--- src/rtl/vending_pkg.sv ---
// vending_pkg: definitions shared by the dispense arbiter and the vending FSM.
//   arb_state_e  : arbiter FSM state encoding
//   DRINK_*      : drink codes carried on drink_sel / drink_out
//   TIMER_W      : width of the phase timer
package vending_pkg;

    typedef enum logic [1:0] {
        StIdle     = 2'd0,
        StGrant    = 2'd1,
        StDispense = 2'd2,
        StCooldown = 2'd3
    } arb_state_e;

    localparam logic DRINK_COFFEE = 1'b0;
    localparam logic DRINK_TEA    = 1'b1;

    localparam int unsigned TIMER_W = 5;

endpackage

--- src/rtl/dispense_arbiter_rr_pick.sv ---
// rr_pick: combinational round-robin selector.
//   req         : request vector
//   last_served : index of the most recently served requester
//   valid       : at least one request is pending
//   winner      : first requesting index after last_served, wrapping
module rr_pick #(
    parameter int unsigned NUM_REQ = 4,
    parameter int unsigned IDX_W   = 2
) (
    input  logic [NUM_REQ-1:0] req,
    input  logic [IDX_W-1:0]   last_served,
    output logic               valid,
    output logic [IDX_W-1:0]   winner
);

    int unsigned cand;

    // Walk offsets 1..NUM_REQ from last_served; the first hit wins, so
    // last_served itself is considered only when nobody else is asking.
    always_comb begin
        valid  = 1'b0;
        winner = '0;
        cand   = 0;
        for (int unsigned off = 1; off <= NUM_REQ; off++) begin
            cand = 32'(last_served) + off;
            if (cand >= NUM_REQ) begin
                cand = cand - NUM_REQ;
            end
            if (!valid && req[cand[IDX_W-1:0]]) begin
                valid  = 1'b1;
                winner = cand[IDX_W-1:0];
            end
        end
    end

endmodule

--- src/rtl/dispense_arbiter.sv ---
// dispense_arbiter: shares one drink dispenser between NUM_REQ requesters.
//   clk, rst   : clock and asynchronous active-high reset
//   req        : per-requester level request
//   drink_sel  : per-requester drink choice, sampled at arbitration
//   grant      : one-hot owner (GRANT and DISPENSE states)
//   dispense   : dispenser drive, DISPENSE_CYCLES clocks per service
//   drink_out  : drink latched for the current owner
//   done       : one-cycle completion pulse to the served requester
//   busy       : FSM not idle
//   timer      : phase counter in DISPENSE/COOLDOWN, else 0
module dispense_arbiter
    import vending_pkg::*;
#(
    parameter int unsigned NUM_REQ         = 4,
    parameter int unsigned DISPENSE_CYCLES = 16,
    parameter int unsigned COOLDOWN_CYCLES = 2
) (
    input  logic               clk,
    input  logic               rst,
    input  logic [NUM_REQ-1:0] req,
    input  logic [NUM_REQ-1:0] drink_sel,
    output logic [NUM_REQ-1:0] grant,
    output logic               dispense,
    output logic               drink_out,
    output logic [NUM_REQ-1:0] done,
    output logic               busy,
    output logic [TIMER_W-1:0] timer
);

    localparam int unsigned IDX_W = (NUM_REQ > 1) ? $clog2(NUM_REQ) : 1;
    localparam logic [TIMER_W-1:0] DISP_LAST = TIMER_W'(DISPENSE_CYCLES - 1);
    localparam logic [TIMER_W-1:0] COOL_LAST = TIMER_W'(COOLDOWN_CYCLES - 1);
    localparam logic [IDX_W-1:0]   LAST_RST  = IDX_W'(NUM_REQ - 1);

    arb_state_e         state_q, state_d;
    logic [TIMER_W-1:0] timer_q, timer_d;
    logic [IDX_W-1:0]   winner_q, winner_d;
    logic [IDX_W-1:0]   last_q, last_d;
    logic               drink_q, drink_d;

    logic               pick_valid;
    logic [IDX_W-1:0]   pick_idx;
    logic [NUM_REQ-1:0] owner_oh;

    rr_pick #(
        .NUM_REQ(NUM_REQ),
        .IDX_W  (IDX_W)
    ) u_rr_pick (
        .req        (req),
        .last_served(last_q),
        .valid      (pick_valid),
        .winner     (pick_idx)
    );

    always_ff @(posedge clk or posedge rst) begin
        if (rst) begin
            state_q  <= StIdle;
            timer_q  <= '0;
            winner_q <= '0;
            last_q   <= LAST_RST;
            drink_q  <= DRINK_COFFEE;
        end else begin
            state_q  <= state_d;
            timer_q  <= timer_d;
            winner_q <= winner_d;
            last_q   <= last_d;
            drink_q  <= drink_d;
        end
    end

    // timer_d defaults to 0 so every state change restarts the count.
    always_comb begin
        state_d  = state_q;
        timer_d  = '0;
        winner_d = winner_q;
        last_d   = last_q;
        drink_d  = drink_q;
        unique case (state_q)
            StIdle: begin
                if (pick_valid) begin
                    winner_d = pick_idx;
                    drink_d  = drink_sel[pick_idx];
                    state_d  = StGrant;
                end
            end
            StGrant: begin
                // A requester that gave up before service leaves the pointer alone.
                if (req[winner_q]) begin
                    state_d = StDispense;
                    last_d  = winner_q;
                end else begin
                    state_d = StIdle;
                end
            end
            StDispense: begin
                if (timer_q == DISP_LAST) begin
                    state_d = StCooldown;
                end else begin
                    timer_d = timer_q + 5'd1;
                end
            end
            StCooldown: begin
                if (timer_q == COOL_LAST) begin
                    state_d = StIdle;
                end else begin
                    timer_d = timer_q + 5'd1;
                end
            end
            default: state_d = StIdle;
        endcase
    end

    assign owner_oh = {{(NUM_REQ-1){1'b0}}, 1'b1} << winner_q;

    // Outputs decode registered state only, so reset clears them at once.
    always_comb begin
        grant    = '0;
        dispense = 1'b0;
        done     = '0;
        unique case (state_q)
            StGrant: grant = owner_oh;
            StDispense: begin
                grant    = owner_oh;
                dispense = 1'b1;
            end
            StCooldown: begin
                if (timer_q == '0) begin
                    done = owner_oh;
                end
            end
            default: ;
        endcase
    end

    assign busy      = (state_q != StIdle);
    assign timer     = timer_q;
    assign drink_out = drink_q;

endmodule

--- config.mk ---
export PLATFORM = sky130hd
export DESIGN_NAME = dispense_arbiter
export DESIGN_NICKNAME = d
export VERILOG_FILES = /design/src/rtl/vending_pkg.sv /design/src/rtl/dispense_arbiter_rr_pick.sv /design/src/rtl/dispense_arbiter.sv
export SDC_FILE = /design/constraint.sdc
export NUM_CORES = 1
export LEC_CHECK = 0
export ABC_AREA = 1
export ABC_CLOCK_PERIOD_IN_PS = 4290
export CELL_PAD_IN_SITES_DETAIL_PLACEMENT = 2
export CELL_PAD_IN_SITES_GLOBAL_PLACEMENT = 2
export CORE_MARGIN = 1.5
export CORE_UTILIZATION = 27
export CTS_BUF_LIST = sky130_fd_sc_hd__clkbuf_16
export DETAILED_ROUTE_END_ITERATION = 7
export PLACE_DENSITY_LB_ADDON = 0.1
export SLEW_MARGIN = 0
export SYNTH_ARGS = -nofsm -noshare
export SYNTH_HDL_FRONTEND = slang
export SYNTH_SLANG_ARGS = --single-unit
export TNS_END_PERCENT = 100
--- constraint.sdc ---
create_clock -name clk -period 4.29 [get_ports clk]
set_clock_uncertainty 0.1 [all_clocks]
set_input_delay 1.287 -clock clk [delete_from_list [all_inputs] [get_ports clk]]
set_output_delay 1.287 -clock clk [all_outputs]
set_load 0.03 [all_outputs]
After elaboration in Yosys (flattened, before gate mapping)

Cells that the tools add are included.

$add $sub $neg: 9
Shift-type cells: 1
Mux-type cells: 36
Reductions and logical operators: 13
Eq/ne operators: 8
Bitwise operators: 0
Div/mod/pow operators: 0
Order comparisons: 10
Multipliers: 0

Operators with widths:

| kind                  | number |
|---|---|
| $mux W2               | 12 |
| $lt A2 B3 Y1 const B  | 6 |
| $bmux W1 S2           | 6 |
| $mux W4               | 3 |
| $mux W1               | 11 |
| $mux W5               | 2 |
| $pmux W5 S2           | 1 |
| $ge A3 B3 Y1 const B  | 3 |
| $pmux W2 S4           | 1 |
| $sub A2 B1 Y2 const B | 4 |
| $add A2 B2 Y3 const B | 2 |
| $ne A2 B2 Y1 const B  | 3 |
| $add A5 B1 Y5 const B | 1 |
| $eq A5 B1 Y1 const B  | 1 |
| $eq A5 B4 Y1 const B  | 1 |
| $logic_not A5 Y1      | 1 |
| $add A2 B3 Y4 const B | 1 |
| $eq A2 B2 Y1 const B  | 2 |
| $ge A4 B3 Y1 const B  | 1 |
| $reduce_and A2 Y1     | 2 |
| $shl A1 B2 Y4 const A | 1 |
| $add A2 B1 Y3 const B | 1 |
| $logic_and A1 B1 Y1   | 3 |
| $logic_not A1 Y1      | 3 |
| other kinds (5)       | 5 |

Bits in writable memories: 0
Output and inout port bits: 16
Bits in latches: 0
Bits in read-only memories: 0
Memories kept: 0
Logic and storage cells: 82
Bits in registers: 12

Logic depth before layout (Yosys ltp)

Word-level depth: 17
Gate-level depth with buffers: 15
Mapped depth without buffers: 15

Cells and area by module

From an unflattened synthesis, not the netlist that was laid out.

Cell total of the unflattened synthesis: 156
Area total of the unflattened synthesis: 1092.3 um2

By module, submodules not included:

| module           | area each (um2) | cells each | sequential area each (um2) | instances |
|---|---|---|---|---|
| dispense_arbiter | 802.0           | 107        | 302.8                      | 1 |
| rr_pick          | 290.3           | 49         | 0.0                        | 1 |

Worst setup path before layout

Ideal clock, no wire load.

Path type: register -> output
Start point: register timer_q[2] (netlist: timer[2])
End point: output port done[0]
Arrival time: 1.401 ns
Cell stages (with the launch flop): 5
Slack: 1.502 ns
Data required time: 2.903 ns
Path through: dfrtp_1 -> or2_1 -> nor2_1 -> nand3_1 -> nor2_1

Longest elaborated chain between the ends: 3

Ends and longest elaborated chain:

| element                | line                    | RTL |
|---|---|---|
| from (decl)            | dispense_arbiter.sv:36  | `logic [TIMER_W-1:0] timer_q, timer_d;` |
| from (signal assigned) | dispense_arbiter.sv:64  | `timer_q <= timer_d;` |
| $logic_not A5 Y1       | dispense_arbiter.sv:127 | `if (timer_q == '0) begin` |
| $mux W4                | dispense_arbiter.sv:127 |  |
| $mux W4                | dispense_arbiter.sv:120 | `unique case (state_q)` |
| to (decl)              | dispense_arbiter.sv:25  | `output logic [NUM_REQ-1:0] done,` |

Every way passes these cells.

Worst setup path after layout

Start point: register timer_q[2] (netlist: timer[2])
End point: output port done[1]

The elaborated chain is that of the path after synthesis.

==> flow_metrics.env <==
export IMPL_most_common_cell_type_on_the_critical_path="sky130_fd_sc_hd__nor2_1"
export IMPL_gp_routability_congestion=0.780
export IMPL_crit_path_top_delay_cell="sky130_fd_sc_hd__clkdlybuf4s50_1"
export IMPL_grt_total_usage_pct=17.5
export IMPL_hold_class="flip-flop to flip-flop"
export IMPL_yosys_register_bits=12
export IMPL_finalHoldWorstSlack_ps=396
export IMPL_critical_path_top_delay_family="simple AND/OR/NAND/NOR gates"
export IMPL_wl_per_cell_microns=13.8
export IMPL_dp_final_hpwl_mm=2.68
export IMPL_tritoncts_clock_tree="done"
export IMPL_placed_instances=237
export IMPL_power_frac_seq_pct=19.9
export IMPL_pwr_share_clk_pct=16.6
export IMPL_place_ws_ps=1140
export IMPL_critical_path_max_stage_delay_ps=680
export IMPL_worst_endpoint_arrival_ps=2030
export IMPL_insertedDiodeCount=0
export IMPL_finalNonFillerCells=241
export IMPL_synthDistinctLibCells=23
export IMPL_layout_cells_most_common_list="52 x sky130_fd_sc_hd__nand2_1, 26 x sky130_fd_sc_hd__inv_1, 25 x sky130_fd_sc_hd__clkdlybuf4s50_1, 16 x sky130_fd_sc_hd__nor2_1, 14 x sky130_fd_sc_hd__nand3_1"
export IMPL_swShare_pct=51.6
export IMPL_area_overhead_vs_synth_pct=35.8
export IMPL_critPathCaptureType="output port"
export IMPL_final_antenna_net_count=0
export IMPL_fp_dieArea_sq_mm=0.00433
export IMPL_slew_headroom_pct=58.3
export IMPL_dr_total_vias=1110
export IMPL_cell_internal_pwr_mw=0.510
export IMPL_finalNetCount=213
export IMPL_drcViolationCount=0
export IMPL_clk_transition_reported_paths_ps=40
export IMPL_grt_start_max_net_pins=13
export IMPL_final_setup_viol_count=0
export IMPL_path_cells="or2_1 > nor2_1 > nand3_1 > nor2_1 > clkdlybuf4s50_1"
export IMPL_final_min_period_over_clock_period_pct=79.7
export IMPL_comb_power_share_pct=63.5
export IMPL_final_core_utilization_pct=39.0
export IMPL_post_drt_via_cell_ratio=4.61
export IMPL_grt_ovfl_total=0
export IMPL_layout_fillers=465
export IMPL_outcome="finished clean"
export IMPL_maxCapViolations=0
export IMPL_cts_root_buffer="sky130_fd_sc_hd__clkbuf_16"
export IMPL_drtIter0Drc=38
export IMPL_static_leakage_power_nw=0.713
export IMPL_worstPathBufferInverterCount=1
export IMPL_tightest_slew_ps=618
export IMPL_most_common_cell_after_layout_fill_and_taps_aside="sky130_fd_sc_hd__nand2_1"
export IMPL_placeableCoreArea_sq_mm=0.00372
export IMPL_first_pass_iters=4
export IMPL_initial_utilization_pct=28.7
export IMPL_final_sum_of_negative_setup_slack_ps=0
export IMPL_dieHeight_microns=65.8
export IMPL_rsz0062_at_grt="false"
export IMPL_postSynthCellCount=165
export IMPL_tritoncts_num_sinks=12
export IMPL_buffer_ports_inserted=25
export IMPL_vdd_ir_drop_max_mv=0.268
export IMPL_reg2reg_depth=13
export IMPL_grt_pass1_wl_mm=5.81
export IMPL_count_of_endpoints_failing_hold_in_the_final_timing_report=0
export IMPL_power_per_cell_area_mw_per_mm2=728
export IMPL_maxClockFrequency_mhz=292
export IMPL_grt_pass1_vias=1220
export IMPL_synth_fp_nets=184
export IMPL_cts_hold_fix_buffers=0
export IMPL_total_switching_power_mw=0.544
export IMPL_clk_insertion_delay_late_ps=240
export IMPL_sort_of_element_at_the_start_of_the_critical_path="flip-flop"
export IMPL_critical_path_cell_count=5
export IMPL_cts_buf_count=3
export IMPL_report_final_slew_viol_count=0
export IMPL_fp_row_count=22
export IMPL_worst_hold_path_num_cells=2
export IMPL_routed_wl_mm=3.32
export IMPL_required_time_at_the_worst_slack_endpoint_ps=2900
export IMPL_count_of_instances_resized_after_the_clock_tree_is_built=0
export IMPL_path_class="flip-flop to output port"
export IMPL_pin_count=26
export IMPL_post_cts_setup_repair_bufs=0
export IMPL_final_layout_size_suffix_gt1_share_pct=9.84
export IMPL_timing_final_crit_period_ps=3420
export IMPL_clock_tree_htree_level_count=1
export IMPL_sequential_area_sq_um=303
export IMPL_setup_ws_ps=871
export IMPL_die_w_microns=65.8
export IMPL_ys_warnings_count=0
export IMPL_antenna_violations_before_repair=0
export IMPL_critical_path_max_fanout=5
export IMPL_post_synth_cell_area_avg_sq_um=6.46
export IMPL_cts_path_max_buffers=2
export IMPL_mappedNetlistArea_sq_mm=0.00107
export IMPL_area_occupied_by_multi_input_gates_sq_um=643
export IMPL_synth_yosys_seq_area_share_pct=28.4
==> Yosys cell counts <==
| cell | count | area (sq um) |
|---|---|---|
| sky130_fd_sc_hd__or2_1 | 1 | 6.26 |
| sky130_fd_sc_hd__o22ai_1 | 2 | 12.5 |
| sky130_fd_sc_hd__dfrtp_1 | 10 | 250 |
| sky130_fd_sc_hd__nand3_1 | 14 | 70.1 |
| sky130_fd_sc_hd__ha_1 | 9 | 113 |
| sky130_fd_sc_hd__o21ai_0 | 5 | 25.0 |
| sky130_fd_sc_hd__nand3_2 | 1 | 10.0 |
| sky130_fd_sc_hd__nand2_2 | 7 | 43.8 |
| sky130_fd_sc_hd__inv_1 | 26 | 97.6 |
| sky130_fd_sc_hd__nor2_8 | 1 | 20.0 |
| sky130_fd_sc_hd__buf_4 | 1 | 7.51 |
| sky130_fd_sc_hd__nand4_1 | 2 | 12.5 |
| sky130_fd_sc_hd__nand2_4 | 1 | 11.3 |
| sky130_fd_sc_hd__nor2_1 | 16 | 60.1 |
| sky130_fd_sc_hd__o21a_1 | 1 | 7.51 |
| sky130_fd_sc_hd__a31oi_1 | 2 | 12.5 |
| sky130_fd_sc_hd__inv_2 | 4 | 15.0 |
| sky130_fd_sc_hd__xor2_1 | 1 | 8.76 |
| sky130_fd_sc_hd__dfstp_2 | 2 | 52.6 |
| sky130_fd_sc_hd__nand2_1 | 52 | 195 |
| sky130_fd_sc_hd__a21oi_1 | 1 | 5.00 |
| sky130_fd_sc_hd__nor3_1 | 1 | 5.00 |
| sky130_fd_sc_hd__o21ai_1 | 5 | 25.0 |
==> tightest hold or removal path, stage by stage (launching register included) <==
cell and delay [ps]:
sky130_fd_sc_hd__dfrtp_1 350, sky130_fd_sc_hd__nand2_1 60, sky130_fd_sc_hd__nand2_1 60
==> per-layer routing <==
layer	wire [microns]	share of wire [%]	global-route usage, %
met5	0	0	0
met4	51	1.5	6.25
met3	53	1.6	1.70
met2	1740	53	31.4
met1	1470	44	21.5
==> cell families after synthesis <==
group                      count (synthesis)  share of synthesized area, %
AOI/OAI and AO/OA                         16                          8.21
xor gates and xnor gates                   1                         0.822
adders and majority gates                  9                          10.6
buffers and inverters                     31                          11.3
DFF                                       12                          28.4
and+or+nand+nor                           96                          40.7
==> power by group through the flow <==
stage / combinational (mW) / clock [mW] / sequential, mW
6_report: 0.669 / 0.175 / 0.209
4_1_cts: 0.690 / 0.178 / 0.210
5_1_grt: 0.760 / 0.182 / 0.218
2_1_floorplan: 0.472 / 0 / 0.207
3_5_place_dp: 0.676 / 0 / 0.212
3_3_place_gp: 0.649 / 0 / 0.209
==> through the flow <==
stage	power (mW)	cell area (sq um)
floorplan	0.679	1070
global placement	0.858	1370
detailed placement	0.888	1370
CTS	1.08	1450
global route	1.16	1450
finish	1.05	1450
==> worst paths after layout <==
check | slack, ps | endpoint | from
setup / recovery | 870 | done[1] | timer[2]
hold / removal | 400 | drink_out | drink_out
setup reg to reg | 2230 | drink_out | last_q[0]
hold reg to reg | 400 | drink_out | drink_out
max in group asynchronous | 2480 | last_q[0] | rst
min in group asynchronous | 1270 | winner_q[0] | rst
==> state kept, by name, summed over array words and instances (netlist names), named ones only <==
signal / flops
state_q: 1
last_q: 2
winner_q: 2
timer: 5
drink_out: 1
==> final cells by class <==
type                    instances  area share (%)
inverters                      30            7.78
repair buffers                 25            17.3
multi-input cells             122            44.4
clock inverters                 1           0.259
flip-flops and latches         12            20.9
clock buffers                   3            5.19
well taps                      48            4.15
Power figures use the tool's default switching activity.
